[src/rtl/ats21_cmd_decoder.sv]
// Two-beat command capture and mode/range gating in front of the ATS21 alarm/timer core.
// Legal commands go out over a valid/ready handshake; rejected ones raise a one-cycle error pulse.
package ats21_cmd_decoder_pkg;

   typedef enum logic [1:0] {
      ST_IDLE,
      ST_HI,
      ST_LO,
      ST_HOLD
   } state_t;

   typedef struct packed {
      logic [2:0]  op;
      logic [3:0]  clk_num;
      logic [4:0]  idx;
      logic        flag;
      logic [1:0]  rate;
      logic [15:0] value;
   } cmd_t;

   typedef struct packed {
      logic       active;
      logic [1:0] allow_tmr;
      logic [1:0] allow_clk;
   } mode_t;

   localparam logic [2:0] OP_NOP     = 3'b000;
   localparam logic [2:0] OP_CLK_SET = 3'b001;
   localparam logic [2:0] OP_CLK_EN  = 3'b010;
   localparam logic [2:0] OP_MODE    = 3'b011;
   localparam logic [2:0] OP_ILLEGAL = 3'b100;
   localparam logic [2:0] OP_ALARM   = 3'b101;
   localparam logic [2:0] OP_TIMER   = 3'b110;
   localparam logic [2:0] OP_TMR_EN  = 3'b111;

   localparam logic [1:0] ERR_ILLEGAL = 2'b01;
   localparam logic [1:0] ERR_LOCKED  = 2'b10;
   localparam logic [1:0] ERR_RANGE   = 2'b11;

   localparam mode_t MODE_RESET = '{active: 1'b1, allow_tmr: 2'b11, allow_clk: 2'b11};

endpackage

module ats21_cmd_decoder
   import ats21_cmd_decoder_pkg::*;
#(
   parameter int unsigned NUM_CLOCKS = 16,
   parameter int unsigned NUM_TIMERS = 32
) (
   input  logic        clk,
   input  logic        reset,
   input  logic        req,
   input  logic [15:0] ctrl,
   output logic        ready,
   output logic        cmd_valid,
   input  logic        cmd_ready,
   output logic [2:0]  cmd_op,
   output logic [3:0]  cmd_clk,
   output logic [4:0]  cmd_idx,
   output logic        cmd_flag,
   output logic [1:0]  cmd_rate,
   output logic [15:0] cmd_value,
   output logic        err_valid,
   output logic [1:0]  err_code,
   output logic        mode_active,
   output logic        overrun
);

   localparam int unsigned BEAT_W = 16;

   state_t            state_q, state_d;
   logic [BEAT_W-1:0] hi_q, hi_d;
   cmd_t              cmd_q, cmd_d;
   logic              cmd_valid_q, cmd_valid_d;
   logic              err_valid_q, err_valid_d;
   logic [1:0]        err_code_q, err_code_d;
   mode_t             mode_q, mode_d;
   logic              overrun_q, overrun_d;
   logic              ready_q, ready_d;

   cmd_t              fld;
   logic [2:0]        op;
   logic              uses_clk, uses_idx, locked, out_of_range;
   logic              unused_hi_bits;

   assign op             = hi_q[15:13];
   assign unused_hi_bits = ^hi_q[5:4];

   // Field extraction and gating checks for the instruction sitting in hi_q plus the live lo beat
   always_comb begin
      fld          = '0;
      uses_clk     = 1'b0;
      uses_idx     = 1'b0;
      locked       = 1'b0;
      out_of_range = 1'b0;
      fld.op       = op;
      case (op)
         OP_CLK_SET: begin
            fld.clk_num = hi_q[12:9];
            fld.rate    = hi_q[7:6];
            uses_clk    = 1'b1;
            locked      = ~mode_q.allow_clk[1];
         end
         OP_CLK_EN: begin
            fld.clk_num = hi_q[12:9];
            fld.flag    = hi_q[7];
            uses_clk    = 1'b1;
            locked      = ~mode_q.allow_clk[0];
         end
         OP_ALARM, OP_TIMER: begin
            fld.clk_num = hi_q[3:0];
            fld.idx     = hi_q[12:8];
            fld.flag    = (op == OP_ALARM) ? hi_q[7] : 1'b0;
            fld.value   = ctrl;
            uses_clk    = 1'b1;
            uses_idx    = 1'b1;
            locked      = ~mode_q.allow_tmr[1];
         end
         OP_TMR_EN: begin
            fld.idx     = hi_q[12:8];
            fld.flag    = hi_q[7];
            uses_idx    = 1'b1;
            locked      = ~mode_q.allow_tmr[0];
         end
         default: ;
      endcase
      out_of_range = (uses_clk && (32'(fld.clk_num) >= NUM_CLOCKS)) ||
                     (uses_idx && (32'(fld.idx) >= NUM_TIMERS));
   end

   // Next-state and registered-output logic
   always_comb begin
      state_d     = state_q;
      hi_d        = hi_q;
      cmd_d       = cmd_q;
      cmd_valid_d = cmd_valid_q;
      err_valid_d = 1'b0;
      err_code_d  = err_code_q;
      mode_d      = mode_q;
      overrun_d   = overrun_q | (req && (state_q != ST_IDLE));

      case (state_q)
         ST_IDLE: begin
            if (req) state_d = ST_HI;
         end
         ST_HI: begin
            hi_d    = ctrl;
            state_d = ST_LO;
         end
         ST_LO: begin
            state_d = ST_IDLE;
            if (op == OP_NOP) begin
               state_d = ST_IDLE;
            end else if (op == OP_ILLEGAL) begin
               err_valid_d = 1'b1;
               err_code_d  = ERR_ILLEGAL;
            end else if (op == OP_MODE) begin
               mode_d = '{active: hi_q[12], allow_tmr: hi_q[11:10], allow_clk: hi_q[9:8]};
            end else if (!mode_q.active || locked) begin
               err_valid_d = 1'b1;
               err_code_d  = ERR_LOCKED;
            end else if (out_of_range) begin
               err_valid_d = 1'b1;
               err_code_d  = ERR_RANGE;
            end else begin
               cmd_d       = fld;
               cmd_valid_d = 1'b1;
               state_d     = ST_HOLD;
            end
         end
         ST_HOLD: begin
            if (cmd_ready) begin
               cmd_valid_d = 1'b0;
               state_d     = ST_IDLE;
            end
         end
         default: state_d = ST_IDLE;
      endcase

      ready_d = (state_d == ST_IDLE);
   end

   always_ff @(posedge clk or negedge reset) begin
      if (!reset) begin
         state_q     <= ST_IDLE;
         hi_q        <= '0;
         cmd_q       <= '0;
         cmd_valid_q <= 1'b0;
         err_valid_q <= 1'b0;
         err_code_q  <= '0;
         mode_q      <= MODE_RESET;
         overrun_q   <= 1'b0;
         ready_q     <= 1'b1;
      end else begin
         state_q     <= state_d;
         hi_q        <= hi_d;
         cmd_q       <= cmd_d;
         cmd_valid_q <= cmd_valid_d;
         err_valid_q <= err_valid_d;
         err_code_q  <= err_code_d;
         mode_q      <= mode_d;
         overrun_q   <= overrun_d;
         ready_q     <= ready_d;
      end
   end

   assign ready       = ready_q;
   assign cmd_valid   = cmd_valid_q;
   assign cmd_op      = cmd_q.op;
   assign cmd_clk     = cmd_q.clk_num;
   assign cmd_idx     = cmd_q.idx;
   assign cmd_flag    = cmd_q.flag;
   assign cmd_rate    = cmd_q.rate;
   assign cmd_value   = cmd_q.value;
   assign err_valid   = err_valid_q;
   assign err_code    = err_code_q;
   assign mode_active = mode_q.active;
   assign overrun     = overrun_q;

endmodule

[config.mk]
export PLATFORM = sky130hd
export DESIGN_NAME = ats21_cmd_decoder
export DESIGN_NICKNAME = d
export VERILOG_FILES = /design/src/rtl/ats21_cmd_decoder.sv
export SDC_FILE = /design/constraint.sdc
export NUM_CORES = 1
export LEC_CHECK = 0
export CELL_PAD_IN_SITES_DETAIL_PLACEMENT = 0
export CELL_PAD_IN_SITES_GLOBAL_PLACEMENT = 1
export CORE_MARGIN = 5
export CORE_UTILIZATION = 38
export DETAILED_ROUTE_END_ITERATION = 8
export GPL_TIMING_DRIVEN = 0
export PLACE_DENSITY_LB_ADDON = 0.1
export SLEW_MARGIN = 30
export SYNTH_ARGS = -nofsm -noshare
export SYNTH_HDL_FRONTEND = slang
export SYNTH_SLANG_ARGS = --single-unit
[constraint.sdc]
create_clock -name clk -period 2.3 [get_ports clk]
set_input_delay 0.46 -clock clk [delete_from_list [all_inputs] [get_ports clk]]
set_output_delay 0.46 -clock clk [all_outputs]
set_load 0.02 [all_outputs]
# Word level (Yosys, flattened, before mapping)

Index checks and enable logic that the tools add are counted.

Memories: 0
Latch bits: 0
Input port bits: 20
Memory bits (read-only): 0
Register bits: 60
Memory bits (writable): 0
Word-level logic and storage cells: 86

Shift operators: 0
Order comparisons: 0
Multipliers: 0
$add $sub $neg: 0
Eq/ne operators: 16
Divide/modulo/power cells: 0
Reduce and logical (&&, ||, !) cells: 17
Bitwise operators: 9
Multiplexer cells: 28

Operators by type and width:

| operator                                                               | number |
|---|---|
| 2-bit 2-to-1 mux                                                       | 10 |
| 16-bit 2-to-1 mux                                                      | 1 |
| 3-bit equality test (second input constant)                            | 4 |
| 2-bit inequality test (second input constant)                          | 6 |
| 1-bit 2-to-1 mux                                                       | 11 |
| 1-bit inverter                                                         | 8 |
| 2-bit one-hot mux with 4 select lines                                  | 1 |
| 4-bit one-hot mux with 2 select lines                                  | 1 |
| 4-bit AND reduction                                                    | 2 |
| 3-bit by 2-bit equality test with 1-bit output (second input constant) | 2 |
| 6-bit AND reduction                                                    | 1 |
| 2-bit nonzero test                                                     | 3 |
| 2-bit OR reduction                                                     | 3 |
| 5-bit 2-to-1 mux                                                       | 1 |
| 5-bit AND reduction                                                    | 1 |
| 2-bit equality test (second input constant)                            | 2 |
| 2-bit zero test                                                        | 2 |
| 1-bit one-hot mux with 2 select lines                                  | 2 |
| 1-bit one-hot mux with 4 select lines                                  | 1 |
| 3-bit by 1-bit equality test with 1-bit output (second input constant) | 1 |
| 3-bit zero test                                                        | 1 |
| 3-bit OR reduction                                                     | 1 |
| 2-bit by 1-bit equality test with 1-bit output (second input constant) | 1 |
| 1-bit logical AND                                                      | 1 |
| 3 further kinds                                                        | 3 |

# Longest topological paths before layout

Depth after elaboration: 10
Mapped depth: 6
Mapped depth without buffers: 4

# Worst setup path before layout

OpenSTA, ideal clock, no wires.

Path type: register to register
Start point: register hi_q[14]
End point: register cmd_q (netlist bit cmd_clk[0])
Arrival time: 1.788 ns
Path buffers: 2
Path slack: 0.385 ns
Clock period less this slack: 1.915 ns
Cell stages (with the launch flop): 7
Required time: 2.173 ns
Setup time: 0.127 ns
Cell sequence: dfrtp_1 > buf_2 > nand4b_1 > nand3_2 > nor4_4 > buf_6 > mux2_1

Word-level cells in the longest chain between the ends: 6
Elaborated cells on any way between the ends: 18
Classes of those cells: eq/ne (7); mux (2); bitwise (4); reduce/logical (5)

Ends and longest elaborated chain:

| what                                  | line | RTL |
|---|---|---|
| from (decl)                           | 72   | `logic [BEAT_W-1:0] hi_q, hi_d;` |
| from (signal assigned)                | 196  | `hi_q <= hi_d;` |
| 3-bit equality test                   | -    |  |
| 2-bit OR reduction                    | 97   | `case (op)` |
| 1-bit one-hot mux with 4 select lines | 97   |  |
| 1-bit logical OR                      | 159  | `end else if (!mode_q.active \|\| locked) begin` |
| 1-bit inverter (no line)              | -    |  |
| 5-bit AND reduction (no line)         | -    |  |
| to (signal assigned)                  | 197  | `cmd_q <= cmd_d;` |
| to (decl)                             | 73   | `cmd_t cmd_q, cmd_d;` |

Several ways; a longest one is shown, not always the timed one.
A chain may end at the register's enable or synchronous reset.

# Worst setup path in the final report

Start point: register state_q[1]
End point: register cmd_q (netlist bit cmd_clk[2])

Word-level cells in the longest chain between the ends: 2

Ends and longest elaborated chain:

| what                          | line | RTL |
|---|---|---|
| from (decl)                   | 71   | `state_t state_q, state_d;` |
| from (signal assigned)        | 195  | `state_q <= state_d;` |
| 2-bit equality test           | 142  | `case (state_q)` |
| 5-bit AND reduction (no line) | -    |  |

Every way passes these cells.

==> impl_metrics.env <==
export IMPL_via_count=1848
export IMPL_vdd_drop_max_mv=0.4973
export IMPL_drive_gt1_share_pct=13.92
export IMPL_cts_resized=0
export IMPL_fin_crit_sh_pct=88.95
export IMPL_clock_skew_ns=0.005196
export IMPL_switching_share_pct=37.70
export IMPL_synth_compound_area_share_pct=2.740
export IMPL_htreeDepth=3
export IMPL_grt_pass1_wl_mm=9.811
export IMPL_p_int_mw=2.867
export IMPL_fmax_ghz=0.4888
export IMPL_postRouteAntennaNets=0
export IMPL_via_per_inst=4.702
export IMPL_final_common_cell="nand2_1"
export IMPL_ys_types=32
export IMPL_place_area_um2=3249
export IMPL_setup_worst_path_end_class="register"
export IMPL_gp_congestion=0.7674
export IMPL_yosys_area_top_type="dfrtp_1"
export IMPL_status="completed"
export IMPL_seq_power_share_pct=37.5
export IMPL_cts_buffer_depth=2
export IMPL_synth_adder_area_share_pct=0
export IMPL_critPathRequiredTime_ns=2.51
export IMPL_antenna_found_initial=0
export IMPL_ios=58
export IMPL_switchingPower_mw=1.735
export IMPL_grt_max_degree=50
export IMPL_final_core_util_pct=53.62
export IMPL_synth_top_family_by_area="simple AND/OR/NAND/NOR gates"
export IMPL_synth_top_cell_area_share_pct=50.88
export IMPL_synthSimpleGateAreaFrac_pct=17.32
export IMPL_core_area_um2=6459
export IMPL_ys_top_cells_by_area="dfrtp_1 (51%), mux2i_1 (9.8%), nand2_1 (9.5%)"
export IMPL_synth_edf_count=0
export IMPL_power_frac_comb_pct=43.3
export IMPL_routed_wirelength_mm=5.745
export IMPL_hpwl_mm=4.039
export IMPL_start_kind="register"
export IMPL_mostFrequentLayoutCells="nand2_1 (65), clkdlybuf4s50_1 (56), dfrtp_1 (52)"
export IMPL_cts_tree="built"
export IMPL_synth_xor_area_share_pct=0.3425
export IMPL_syn2layout_area_growth_pct=35.42
export IMPL_cts_sinks=58
export IMPL_die_height_um=92.04
export IMPL_seq_area_frac_synth_pct=57.05
export IMPL_dieArea_um2=8470
export IMPL_async_flop_share_pct=100.0
export IMPL_cts_buffers=9
export IMPL_final_max_slew_viol_count=0
export IMPL_fin_nets=332
export IMPL_hold_worst_slack_ns=0.4675
export IMPL_antennaDiodeCount=0
export IMPL_insertion_delay_ns=0.33
export IMPL_final_area_um2=3463
export IMPL_rsz0062_at_grt="false"
export IMPL_critPathKind="register to register"
export IMPL_synth_nets=260
export IMPL_grt_pass1_vias=1935
export IMPL_initial_core_util_pct=39.60
export IMPL_grt_overflow=0
export IMPL_fp_dieW_um=92.04
export IMPL_min_period_ns=2.046
export IMPL_syn_instance_count=240
export IMPL_fin_setup_tns_ns=0
export IMPL_wire_per_inst_um=14.62
export IMPL_p_clk_share_pct=19.2
export IMPL_grt_usage_pct=14.90
export IMPL_synth_ff_type="dfrtp_1"
export IMPL_critPathMaxFanout=10
export IMPL_yosysWarningCount=0
export IMPL_num_rows=29
export IMPL_syn_area_um2=2557
export IMPL_first_iter_violations=52
export IMPL_relSlewSlack_pct=63.15
export IMPL_power_density_nw_per_um2=1329
export IMPL_fillers=642
export IMPL_ys_ff_latch=58
export IMPL_setup_viol=0
export IMPL_worstPathArrival_ns=2.25
export IMPL_portBuffers=57
export IMPL_worst_slack_ns=0.2542
export IMPL_avgSynthCellArea_um2=10.66
export IMPL_worstMarginPinSlew_ns=0.5487
export IMPL_p_leak_nw=1.588
export IMPL_cts_reportedPaths_clkPinSlew_ns=0.06
export IMPL_clock_root_buffer="clkbuf_8"
export IMPL_place_ws_ns=0.04371
export IMPL_min_path_type="register to register"
export IMPL_dr_pass1_iters=4
export IMPL_hold_viol=0
export IMPL_synthMuxAreaShare_pct=16.39
export IMPL_drv_cap=0
export IMPL_drc_errors=0
## cell families (layout without fill, tap and decap cells)
group	after synthesis	count (layout)
AND/OR/NAND/NOR	96	96
flip-flops	58	58
multiplexers	40	40
buffers and inverters	35	111
AO/OA/AOI/OAI	10	10
XOR/XNOR	1	1
## what timing repair did
item | CTS | global route
buffers inserted | 0 | 2
hold endpoints to repair | 9 | 0
endpoints found under the setup margin | 0 | 5
hold buffers | 1 | 0
## worst max-delay path: stages, from the launching register on
cell and delay [ns]:
dfrtp_1 0.46, nor2b_1 0.30, nand2_1 0.18, nor4_4 0.42, buf_6 0.23, mux2_1 0.33
## metrics by stage
| stage | instances | power, mW |
|---|---|---|
| final | 393 | 4.602 |
| after floorplan | 240 | 2.903 |
| after CTS | 391 | 4.668 |
| after global placement | 374 | 3.732 |
| after global routing | 393 | 4.964 |
| after detailed placement | 375 | 3.761 |
## metal layers
metal	global-route usage, %	wire length, µm	up-vias
li1	-	-	915
met1	21.05	2826	880
met2	21.35	2555	44
met3	3.764	270	9
met4	7.054	93	0
met5	0	0	-
## power by group through the flow
stage	sequential, mW	clock (mW)	combinational (mW)
4_1_cts	1.73	0.910	2.02
5_1_grt	1.79	0.962	2.21
3_5_place_dp	1.74	0	2.02
6_report	1.73	0.884	1.99
3_3_place_gp	1.74	0	2.00
2_1_floorplan	1.99	0	0.912
## Yosys cell counts (all sizes together) (3+ instances only)
master   n
nand2   65
dfrtp   52
mux2i   25
inv     24
mux2    15
nor2    11
buf      7
dfstp    6
nor2b    5
clkbuf   4
a21oi    3
nand2b   3
## layout make-up
cell class / count / area [µm²] / area share [%]
well taps: 77 / 96.34 / 2.782
multi-input cells: 147 / 940.9 / 27.17
inverters: 24 / 90.09 / 2.601
clock buffers: 13 / 178.9 / 5.166
plain buffers: 11 / 67.56 / 1.951
flip-flops and latches: 58 / 1459 / 42.12
clock inverters: 2 / 10.01 / 0.2890
repair buffers: 61 / 620.6 / 17.92
## state kept, by name (all words and copies together) (netlist names)
signal and flops:
cmd_clk 4, cmd_flag 1, cmd_idx 5, cmd_op 3, cmd_rate 2, cmd_valid 1, cmd_value 16, err_code 2
err_valid 1, hi_q 14, mode_active 1, mode_q 4, overrun 1, ready 1, state_q 2
## worst paths after layout
kind	end	start	slack, ns	depth (start not counted)
max in group asynchronous	ready	reset	1.26	3
min	overrun	overrun	0.47	1
max reg2reg	cmd_clk[2]	state_q[1]	0.25	5
max	cmd_clk[2]	state_q[1]	0.25	5
min in group asynchronous	cmd_idx[0]	reset	0.51	2
min reg2reg	overrun	overrun	0.47	1
Power figures use the tool's default switching activity.
